**config.mk**
```make
export PLATFORM = sky130hd
export DESIGN_NAME = mem_access_ctrl_flat
export DESIGN_NICKNAME = d
export VERILOG_FILES = /design/src/rtl/mips_pkg.sv /design/src/rtl/mem_access_ctrl_if.sv /design/src/rtl/mem_access_ctrl_timeout_ctr.sv /design/src/rtl/mem_access_ctrl.sv /design/src/flat_wrapper.sv
export SDC_FILE = /design/constraint.sdc
export NUM_CORES = 1
export LEC_CHECK = 0
export BUFFER_PORTS_ARGS = -buffer_cell sky130_fd_sc_hd__buf_2
export CAP_MARGIN = 20
export CORE_UTILIZATION = 49
export CTS_BUF_LIST = sky130_fd_sc_hd__clkbuf_4
export CTS_CLUSTER_DIAMETER = 100
export CTS_CLUSTER_SIZE = 14
export DETAILED_ROUTE_END_ITERATION = 10
export HOLD_SLACK_MARGIN = 0.06
export PLACE_DENSITY = 0.83
export SLEW_MARGIN = 20
export SYNTH_ARGS = -nofsm -noshare
export SYNTH_HDL_FRONTEND = slang
export SYNTH_SLANG_ARGS = --single-unit
```
**constraint.sdc**
```tcl
create_clock -name clk -period 2.3 [get_ports clk]
set_clock_uncertainty 0.1 [all_clocks]
set_input_delay 0.115 -clock clk [delete_from_list [all_inputs] [get_ports clk]]
set_output_delay 0.115 -clock clk [all_outputs]
set_load 0.005 [all_outputs]
```
**src/rtl/mips_pkg.sv**
```systemverilog
// Shared MIPS pipeline definitions: bus widths and MEM-stage access FSM encodings.
package mips_pkg;
  localparam int MIPS_DATA_W = 32;
  localparam int MIPS_ADDR_W = 32;

  typedef enum logic [1:0] {
    MAC_IDLE = 2'd0,
    MAC_BUSY = 2'd1,
    MAC_DONE = 2'd2
  } mac_state_e;
endpackage

```
**src/rtl/mem_access_ctrl_if.sv**
```systemverilog
// Data-RAM req/ack bus between the MEM-stage controller (master) and the RAM (slave).
interface mem_access_ctrl_if #(
  parameter int ADDR_W = 32,
  parameter int DATA_W = 32
);
  logic              mem_req;
  logic              mem_we;
  logic [ADDR_W-1:0] mem_addr;
  logic [DATA_W-1:0] mem_wdata;
  logic              mem_ack;
  logic [DATA_W-1:0] mem_rdata;

  modport master (output mem_req, mem_we, mem_addr, mem_wdata,
                  input  mem_ack, mem_rdata);
  modport slave  (input  mem_req, mem_we, mem_addr, mem_wdata,
                  output mem_ack, mem_rdata);
endinterface

```
**src/rtl/mem_access_ctrl_timeout_ctr.sv**
```systemverilog
// Clearable, enabled up-counter with a terminal-count flag, shared by pipeline stall sources.
module mac_timeout_ctr #(
  parameter int TO_W    = 8,
  parameter int TIMEOUT = 255
)(
  input  logic clk,
  input  logic reset,
  input  logic clr_i,
  input  logic en_i,
  output logic tc_o
);
  logic [TO_W-1:0] cnt_q, cnt_d;

  // tc fires on the TIMEOUT-th enabled edge after a clear
  assign tc_o = en_i & (cnt_q == TO_W'(TIMEOUT - 1));

  always_comb begin
    cnt_d = cnt_q;
    if (clr_i)     cnt_d = '0;
    else if (en_i) cnt_d = cnt_q + TO_W'(1);
  end

  always_ff @(negedge clk or negedge reset) begin
    if (!reset) cnt_q <= '0;
    else        cnt_q <= cnt_d;
  end
endmodule

```
**src/rtl/mem_access_ctrl.sv**
```systemverilog
// MEM-stage data-memory access controller: req/ack to a variable-latency RAM, ReadData and pipe stall.
module mem_access_ctrl
  import mips_pkg::*;
#(
  parameter int DATA_W  = MIPS_DATA_W,
  parameter int ADDR_W  = MIPS_ADDR_W,
  parameter int TIMEOUT = 255,
  parameter int TO_W    = 8
)(
  input  logic              clk,
  input  logic              reset,
  input  logic              MemRead,
  input  logic              MemWrite,
  input  logic [ADDR_W-1:0] Address,
  input  logic [DATA_W-1:0] WriteData,
  mem_access_ctrl_if.master mem,
  output logic [DATA_W-1:0] ReadData,
  output logic              pipe_enable,
  output logic              bus_error
);
  mac_state_e        state_q, state_d;
  logic              req_q, req_d, we_q, we_d, err_q, err_d;
  logic [ADDR_W-1:0] addr_q, addr_d;
  logic [DATA_W-1:0] wdata_q, wdata_d, rdata_q, rdata_d;
  logic              access, to_tc, ctr_clr, ctr_en;

  assign access  = MemRead | MemWrite;
  assign ctr_clr = (state_q == MAC_IDLE);
  assign ctr_en  = (state_q == MAC_BUSY);

  mac_timeout_ctr #(.TO_W(TO_W), .TIMEOUT(TIMEOUT)) u_to (
    .clk   (clk),
    .reset (reset),
    .clr_i (ctr_clr),
    .en_i  (ctr_en),
    .tc_o  (to_tc)
  );

  always_comb begin
    state_d     = state_q;
    req_d       = req_q;
    we_d        = we_q;
    err_d       = err_q;
    addr_d      = addr_q;
    wdata_d     = wdata_q;
    rdata_d     = rdata_q;
    pipe_enable = 1'b0;
    case (state_q)
      MAC_IDLE: begin
        // stall in the same cycle the access is presented
        pipe_enable = ~access;
        if (access) begin
          addr_d  = Address;
          wdata_d = WriteData;
          we_d    = MemWrite;
          req_d   = 1'b1;
          state_d = MAC_BUSY;
        end
      end
      MAC_BUSY: begin
        // ack beats a coincident timeout
        if (mem.mem_ack) begin
          req_d   = 1'b0;
          if (!we_q) rdata_d = mem.mem_rdata;
          state_d = MAC_DONE;
        end else if (to_tc) begin
          req_d   = 1'b0;
          err_d   = 1'b1;
          if (!we_q) rdata_d = '0;
          state_d = MAC_DONE;
        end
      end
      MAC_DONE: begin
        pipe_enable = 1'b1;
        state_d     = MAC_IDLE;
      end
      default: state_d = MAC_IDLE;
    endcase
  end

  always_ff @(negedge clk or negedge reset) begin
    if (!reset) begin
      state_q <= MAC_IDLE;
      req_q   <= 1'b0;
      we_q    <= 1'b0;
      err_q   <= 1'b0;
      addr_q  <= '0;
      wdata_q <= '0;
      rdata_q <= '0;
    end else begin
      state_q <= state_d;
      req_q   <= req_d;
      we_q    <= we_d;
      err_q   <= err_d;
      addr_q  <= addr_d;
      wdata_q <= wdata_d;
      rdata_q <= rdata_d;
    end
  end

  assign mem.mem_req   = req_q;
  assign mem.mem_we    = we_q;
  assign mem.mem_addr  = addr_q;
  assign mem.mem_wdata = wdata_q;
  assign ReadData      = rdata_q;
  assign bus_error     = err_q;
endmodule
```
**src/flat_wrapper.sv**
```systemverilog
// flat-port wrapper written by rule: the top's interface ports become plain ports
module mem_access_ctrl_flat import mips_pkg::*;
#(
  parameter int DATA_W  = MIPS_DATA_W,
  parameter int ADDR_W  = MIPS_ADDR_W,
  parameter int TIMEOUT = 255,
  parameter int TO_W    = 8
)
  (clk, reset, MemRead, MemWrite, Address, WriteData, ReadData, pipe_enable, bus_error, mem_mem_req, mem_mem_we, mem_mem_addr, mem_mem_wdata, mem_mem_ack, mem_mem_rdata);
  mem_access_ctrl_if #(.ADDR_W(ADDR_W), .DATA_W(DATA_W)) mem_i ();
  input  logic clk;
  input  logic reset;
  input  logic MemRead;
  input  logic MemWrite;
  input  logic [ADDR_W-1:0] Address;
  input  logic [DATA_W-1:0] WriteData;
  output logic [DATA_W-1:0] ReadData;
  output logic pipe_enable;
  output logic bus_error;
  output wire logic [$bits(mem_i.mem_req)-1:0] mem_mem_req;
  output wire logic [$bits(mem_i.mem_we)-1:0] mem_mem_we;
  output wire logic [$bits(mem_i.mem_addr)-1:0] mem_mem_addr;
  output wire logic [$bits(mem_i.mem_wdata)-1:0] mem_mem_wdata;
  input wire logic [$bits(mem_i.mem_ack)-1:0] mem_mem_ack;
  input wire logic [$bits(mem_i.mem_rdata)-1:0] mem_mem_rdata;
  assign mem_mem_req = mem_i.mem_req;
  assign mem_mem_we = mem_i.mem_we;
  assign mem_mem_addr = mem_i.mem_addr;
  assign mem_mem_wdata = mem_i.mem_wdata;
  assign mem_i.mem_ack = mem_mem_ack;
  assign mem_i.mem_rdata = mem_mem_rdata;
  mem_access_ctrl #(.DATA_W(DATA_W), .ADDR_W(ADDR_W), .TIMEOUT(TIMEOUT), .TO_W(TO_W)) u_core (.clk(clk), .reset(reset), .MemRead(MemRead), .MemWrite(MemWrite), .Address(Address), .WriteData(WriteData), .mem(mem_i), .ReadData(ReadData), .pipe_enable(pipe_enable), .bus_error(bus_error));
endmodule
```
==> summary.md, run 1 <==
| Metric | Value |
|---|---|
| Vias in the first global route | 3718 |
| Post-DR wirelength/cell | 16.1 um |
| Dominant cells by area after synthesis | dfrtn_1, mux2_2, a22o_1 |
| DR iter-0 viols | 99 |
| Critical path fanouts, max | 2 |
| Worst-path clk slew | 100 ps |
| Synthesis-to-layout area growth | 41.8% |
| Pins Over Slew Limit | 0 |
| R2R Path Start | u_core.state_q[1] |
| Final GP Congestion | 0.801 |
| Drt pass-1 iters | 4 |
| Port bufs | 200 |
| Final WL | 11.1 mm |
| Top FF cell, synth | dfrtn_1 |
| Placed wire-length estimate | 8.12 mm |
| # DRC | 0 |
| Yosys cell types | 31 |
| All-layer global routing usage | 23.4% |
| Syn Nets | 414 |
| CTS buffer count | 9 |
| Most common cell in the netlist | dfrtn_1 |
| Routed vias/inst | 5.22 |
| Design Power | 7900 uW |
| Die H | 97.3 um |
| HP Start | u_core.bus_error |
| PwrDens | 1250 nW/um^2 |
| CTS tree | yes |
| Initial Utilization | 50.8% |
| Share of layout cells above drive strength 1 | 61.9% |
| Critical path class | flop to output pin |
| Post-synth top cells | dfrtn_1, mux2_2, a22o_1 |
| Max-cap violations | 0 |
| Clock buffer depth | 2 |
| Rows | 34 |
| Seq/Total Area, Yosys | 61.3% |
| Die Wd | 97.3 um |
| Hold Fails Final Rpt | 0 |
| Largest net degree at the start of global routing | 30 |
| Global-route wire length before repair | 17.7 mm |
| Remaining Overflow, GRT | 0 |
| Status | complete, but fails checks |
| Rel. slew slack | 70.7% |
| Top Ports | 201 |
| Worst hold path type | flop to flop |
| Top cell type's share of synthesized area | 61.3% |
| CP required | 2090 ps |
| Total negative setup slack | -531 ps |
| Mapped Cells | 311 |
| Inst Count DP | 623 |
| Final nets | 681 |
| Failing checks | negative setup slack |
| Worst Slack Setup Final | -141 ps |
| VDD IR max | 0.000644 V |
| CP arrival | 2230 ps |
| Crit start category | flop |
| Number of synthesized flops with an enable pin | 0 |
| Type of element capturing the critical path | output pin |
| Root buffer cell | clkbuf_4 |
| Leak | 0.00305 uW |
| DRT antenna net count | 0 |
| Final core utilization | 72.0% |
| Antenna fix cells | 0 |
| Initial antenna violation count | 0 |
| Vias | 3605 |
| Final Hold Slack | 314 ps |
| H-tree levels | 3 |
| Avg Cell Area, Syn | 14.3 um^2 |
| RSZ-0062 raised after global routing | true |
| DIE AREA | 9470 um^2 |
| Synth Register Bits | 109 |
| Core footprint | 8760 um^2 |
| Crit path launch | u_core.state_q[1] |
| Hold Buf Count CTS | 0 |
| Clock latency on the worst-skew pair | 390 ps |
| Cell area after synthesis | 4450 um^2 |
| Setup violators final | 47 |
| Post-synth top area cell | dfrtn_1 |
| Async SR Flop Fraction | 100% |
| Synth warnings | 0 |
| Worst slew pin tran | 439 ps |
| Clk sinks | 109 |
| Final Non-Filler Cells | 691 |
## area by class of cell
class,count,area (um^2)
clock buffer,11,82.6
clock inverter,5,58.8
fill,601,2450
inverter,2,7.51
multi-input combinational,179,1600
sequential,109,2730
tap,108,135
timing repair buffer,277,1690
## registers in the layout (all words and copies together), names as in the netlist
signal and count:
u_core.ReadData 32, u_core.bus_error 1, u_core.mem.mem_addr 32, u_core.mem.mem_req 1, u_core.mem.mem_wdata 32, u_core.mem.mem_we 1
u_core.state_q 2, u_core.u_to.cnt_q 8
## metal layers
layer | vias up | part of all wire, % | global-route usage (%)
met2 | 110 | 55 | 43.4
met5 | - | 0 | 0
met3 | 12 | 4.1 | 3.74
met1 | 1802 | 40 | 27.3
met4 | 0 | 1.4 | 8.03
li1 | 1681 | - | -
## cell families (layout without fill, tap and decap cells)
| kind of cell | Yosys count | after routing | synth area share (%) |
|---|---|---|---|
| multiplexers | 65 | 65 | 16.5 |
| AO/OA/AOI/OAI | 82 | 82 | 14.8 |
| buffers and inverters | 23 | 295 | 3.40 |
| flip-flops | 109 | 109 | 61.3 |
| AND/OR/NAND/NOR | 30 | 30 | 3.52 |
| adder cells (fa/ha/maj) | 2 | 2 | 0.562 |
## worst max-delay path, stage by stage, from the launching register on
cell and delay, ps:
dfrtn_1 440, nor2_1 50, nor2_1 90, buf_2 110
## where the power goes
group	switching (uW)	leakage, uW	internal [uW]	total, uW
clock	619	0.0000751	360	979
sequential	404	0.00123	2790	3190
combinational	1450	0.00174	2280	3730
total	2470	0.00305	5420	7900
## placed cells by master (no fill, tap or decap), types with 2 or more instances in the layout
master    Yosys  final
a21oi_1       2      2
nor2_1        8      7
ha_1          2      2
o21ai_0       4      4
buf_4         4     69
nand3_1       4      4
o311ai_0      2      2
nand2_1       7      7
buf_12        0      9
mux2_2       65     64
nand4_1       2      2
a22o_1       35     35
buf_2         9    199
o31ai_1       2      2
a21o_1       34     34
inv_1         2      2
clkbuf_4      0     11
dfrtn_1     109    109
## stage by stage
| stage | area [um^2] | setup slack, ps |
|---|---|---|
| after floorplan | 4490 | -23.3 |
| after global placement | 5780 | -208 |
| after detailed placement | 5780 | -248 |
| after CTS | 6200 | -176 |
| after global routing | 6310 | -201 |
| final | 6310 | -141 |
## final timing paths
check,slack (ps),end,cells past startpoint
max in group asynchronous,1010,u_core.mem.mem_addr[8],2
hold reg to reg,310,u_core.bus_error,1
setup reg to reg,180,u_core.ReadData[12],7
setup / recovery,-140,pipe_enable,3
hold / removal,310,u_core.bus_error,1
min in group asynchronous,560,u_core.mem.mem_wdata[12],1
## what timing repair did
| item | 4_1_cts | 5_1_grt |
|---|---|---|
| endpoints found under the setup margin | 97 | 100 |
| setup buffers | 38 | 14 |
| resized for setup | 0 | 0 |
Note: power is estimated with default switching activity, not from simulation.
==> run 2: changes to the inputs <==
--- a/config.mk
+++ b/config.mk
@@ -5,7 +5,7 @@
 export SDC_FILE = /design/constraint.sdc
 export NUM_CORES = 1
 export LEC_CHECK = 0
-export BUFFER_PORTS_ARGS = -buffer_cell sky130_fd_sc_hd__buf_2
+export BUFFER_PORTS_ARGS = -buffer_cell sky130_fd_sc_hd__buf_4
 export CAP_MARGIN = 20
 export CORE_UTILIZATION = 49
 export CTS_BUF_LIST = sky130_fd_sc_hd__clkbuf_4
==> summary.md, run 2 (synthesized netlist as in run 1, its figures left out) <==
| Metric | Value |
|---|---|
| Status | complete, but fails checks |
| Failing checks | negative setup slack |
| Rows | 34 |
| DR iter-0 viols | 130 |
| Die Wd | 97.3 um |
| DRT antenna net count | 0 |
| CP arrival | 2230 ps |
| CP required | 2090 ps |
| Place WS | -197 ps |
| Pins Over Slew Limit | 0 |
| Critical path class | flop to output pin |
| DIE AREA | 9470 um^2 |
| Initial antenna violation count | 0 |
| Clk sinks | 109 |
| Die H | 97.3 um |
| Inst Count DP | 622 |
| Vias in the first global route | 3800 |
| Initial Utilization | 50.8% |
| Clock latency on the worst-skew pair | 400 ps |
| Commonest non-fill, non-tap cell in the layout | buf_4 |
| Largest net degree at the start of global routing | 49 |
| Final core utilization | 79.9% |
| PwrDens | 1270 nW/um^2 |
| Worst-path clk slew | 90 ps |
| H-tree levels | 3 |
| Remaining Overflow, GRT | 0 |
| Worst slew pin tran | 391 ps |
| Most frequent cells in the layout | buf_4, dfrtn_1, mux2_2, a22o_1, a21o_1 |
| Drt pass-1 iters | 4 |
| Routed vias/inst | 5.25 |
| Leak | 0.00335 uW |
| Final WL | 12.5 mm |
| Type of element capturing the critical path | output pin |
| Share of layout cells above drive strength 1 | 63.2% |
| Crit start category | flop |
| Root buffer cell | clkbuf_4 |
| Max-cap violations | 0 |
| CTS buffer count | 9 |
| Worst hold path type | flop to flop |
| Top Ports | 201 |
| Rel. slew slack | 73.9% |
| Final Non-Filler Cells | 709 |
| Final nets | 700 |
| Critical path fanouts, max | 2 |
| Hold Fails Final Rpt | 0 |
| Core footprint | 8760 um^2 |
| Port bufs | 200 |
| Vias | 3722 |
| Final GP Congestion | 0.793 |
| CTS tree | yes |
| Placed wire-length estimate | 8.40 mm |
| Fillers | 563 |
| Synthesis-to-layout area growth | 57.3% |
| Hold Buf Count CTS | 0 |
| # DRC | 0 |
| All-layer global routing usage | 25.9% |
| Total negative setup slack | -1870 ps |
| Clock buffer depth | 2 |
| Post-DR wirelength/cell | 17.6 um |
| RSZ-0062 raised after global routing | true |
| Global-route wire length before repair | 19.2 mm |
| VDD IR max | 0.000747 V |
| Antenna fix cells | 0 |
| Worst Slack Setup Final | -149 ps |
| Setup violators final | 96 |
## run 2: cell count changes in the layout (fill, tap and decap cells not counted), sizes merged
cell	previous run	this run
buf	277	296
bufinv	1	2
clkbuf	11	10
clkinv	2	0
clkinvlp	1	2
## run 2: final cells by class
class                   instances  area, um^2  share of cell area [%]
inverters                       2        7.51                   0.107
clock inverters                 5        83.8                    1.20
clock buffers                  10        75.1                    1.07
multi-input cells             179        1600                    22.9
repair buffers                296        2370                    33.8
flip-flops and latches        109        2730                    39.0
well taps                     108         135                    1.93
## run 2: critical path, stage by stage, from the launching register on
cell and delay, ps:
dfrtn_1 430, nor2_1 50, nor2_1 90, buf_4 120
## run 2: final timing paths
check,start,endpoint,cells past startpoint,slack [ps]
setup / recovery,u_core.state_q[1],pipe_enable,3,-150
hold / removal,u_core.bus_error,u_core.bus_error,1,330
setup reg to reg,u_core.state_q[0],u_core.ReadData[23],5,430
hold reg to reg,u_core.bus_error,u_core.bus_error,1,330
max in group asynchronous,reset,u_core.ReadData[15],2,960
min in group asynchronous,reset,u_core.mem.mem_addr[1],1,530
## run 2: power by group
group          internal, uW  leakage (uW)  switching, uW
Clock                   452     0.0000791            621
Combinational          3000       0.00204           1580
Sequential             2790       0.00123            468
## run 2: through the flow
stage,power [uW],instance area (um^2),hold slack [ps]
2_1_floorplan,5140,4490,272
3_3_place_gp,6900,6270,319
3_5_place_dp,7070,6270,314
4_1_cts,8560,6770,324
5_1_grt,9410,7000,341
6_report,8920,7000,334
## run 2: metal layers
metal | global-route usage, % | share of wire, % | vias to the layer above
met3 | 3.74 | 5.3 | 29
met4 | 10.2 | 2.9 | 0
met5 | 0 | 0 | -
met2 | 47.0 | 54 | 135
li1 | - | - | 1711
met1 | 31.0 | 38 | 1847
## run 2: what timing repair did
action	in CTS	in global routing
setup buffers	45	27
setup endpoints to repair	100	100
gates resized for setup	1	8
endpoints found under the hold margin	0	0
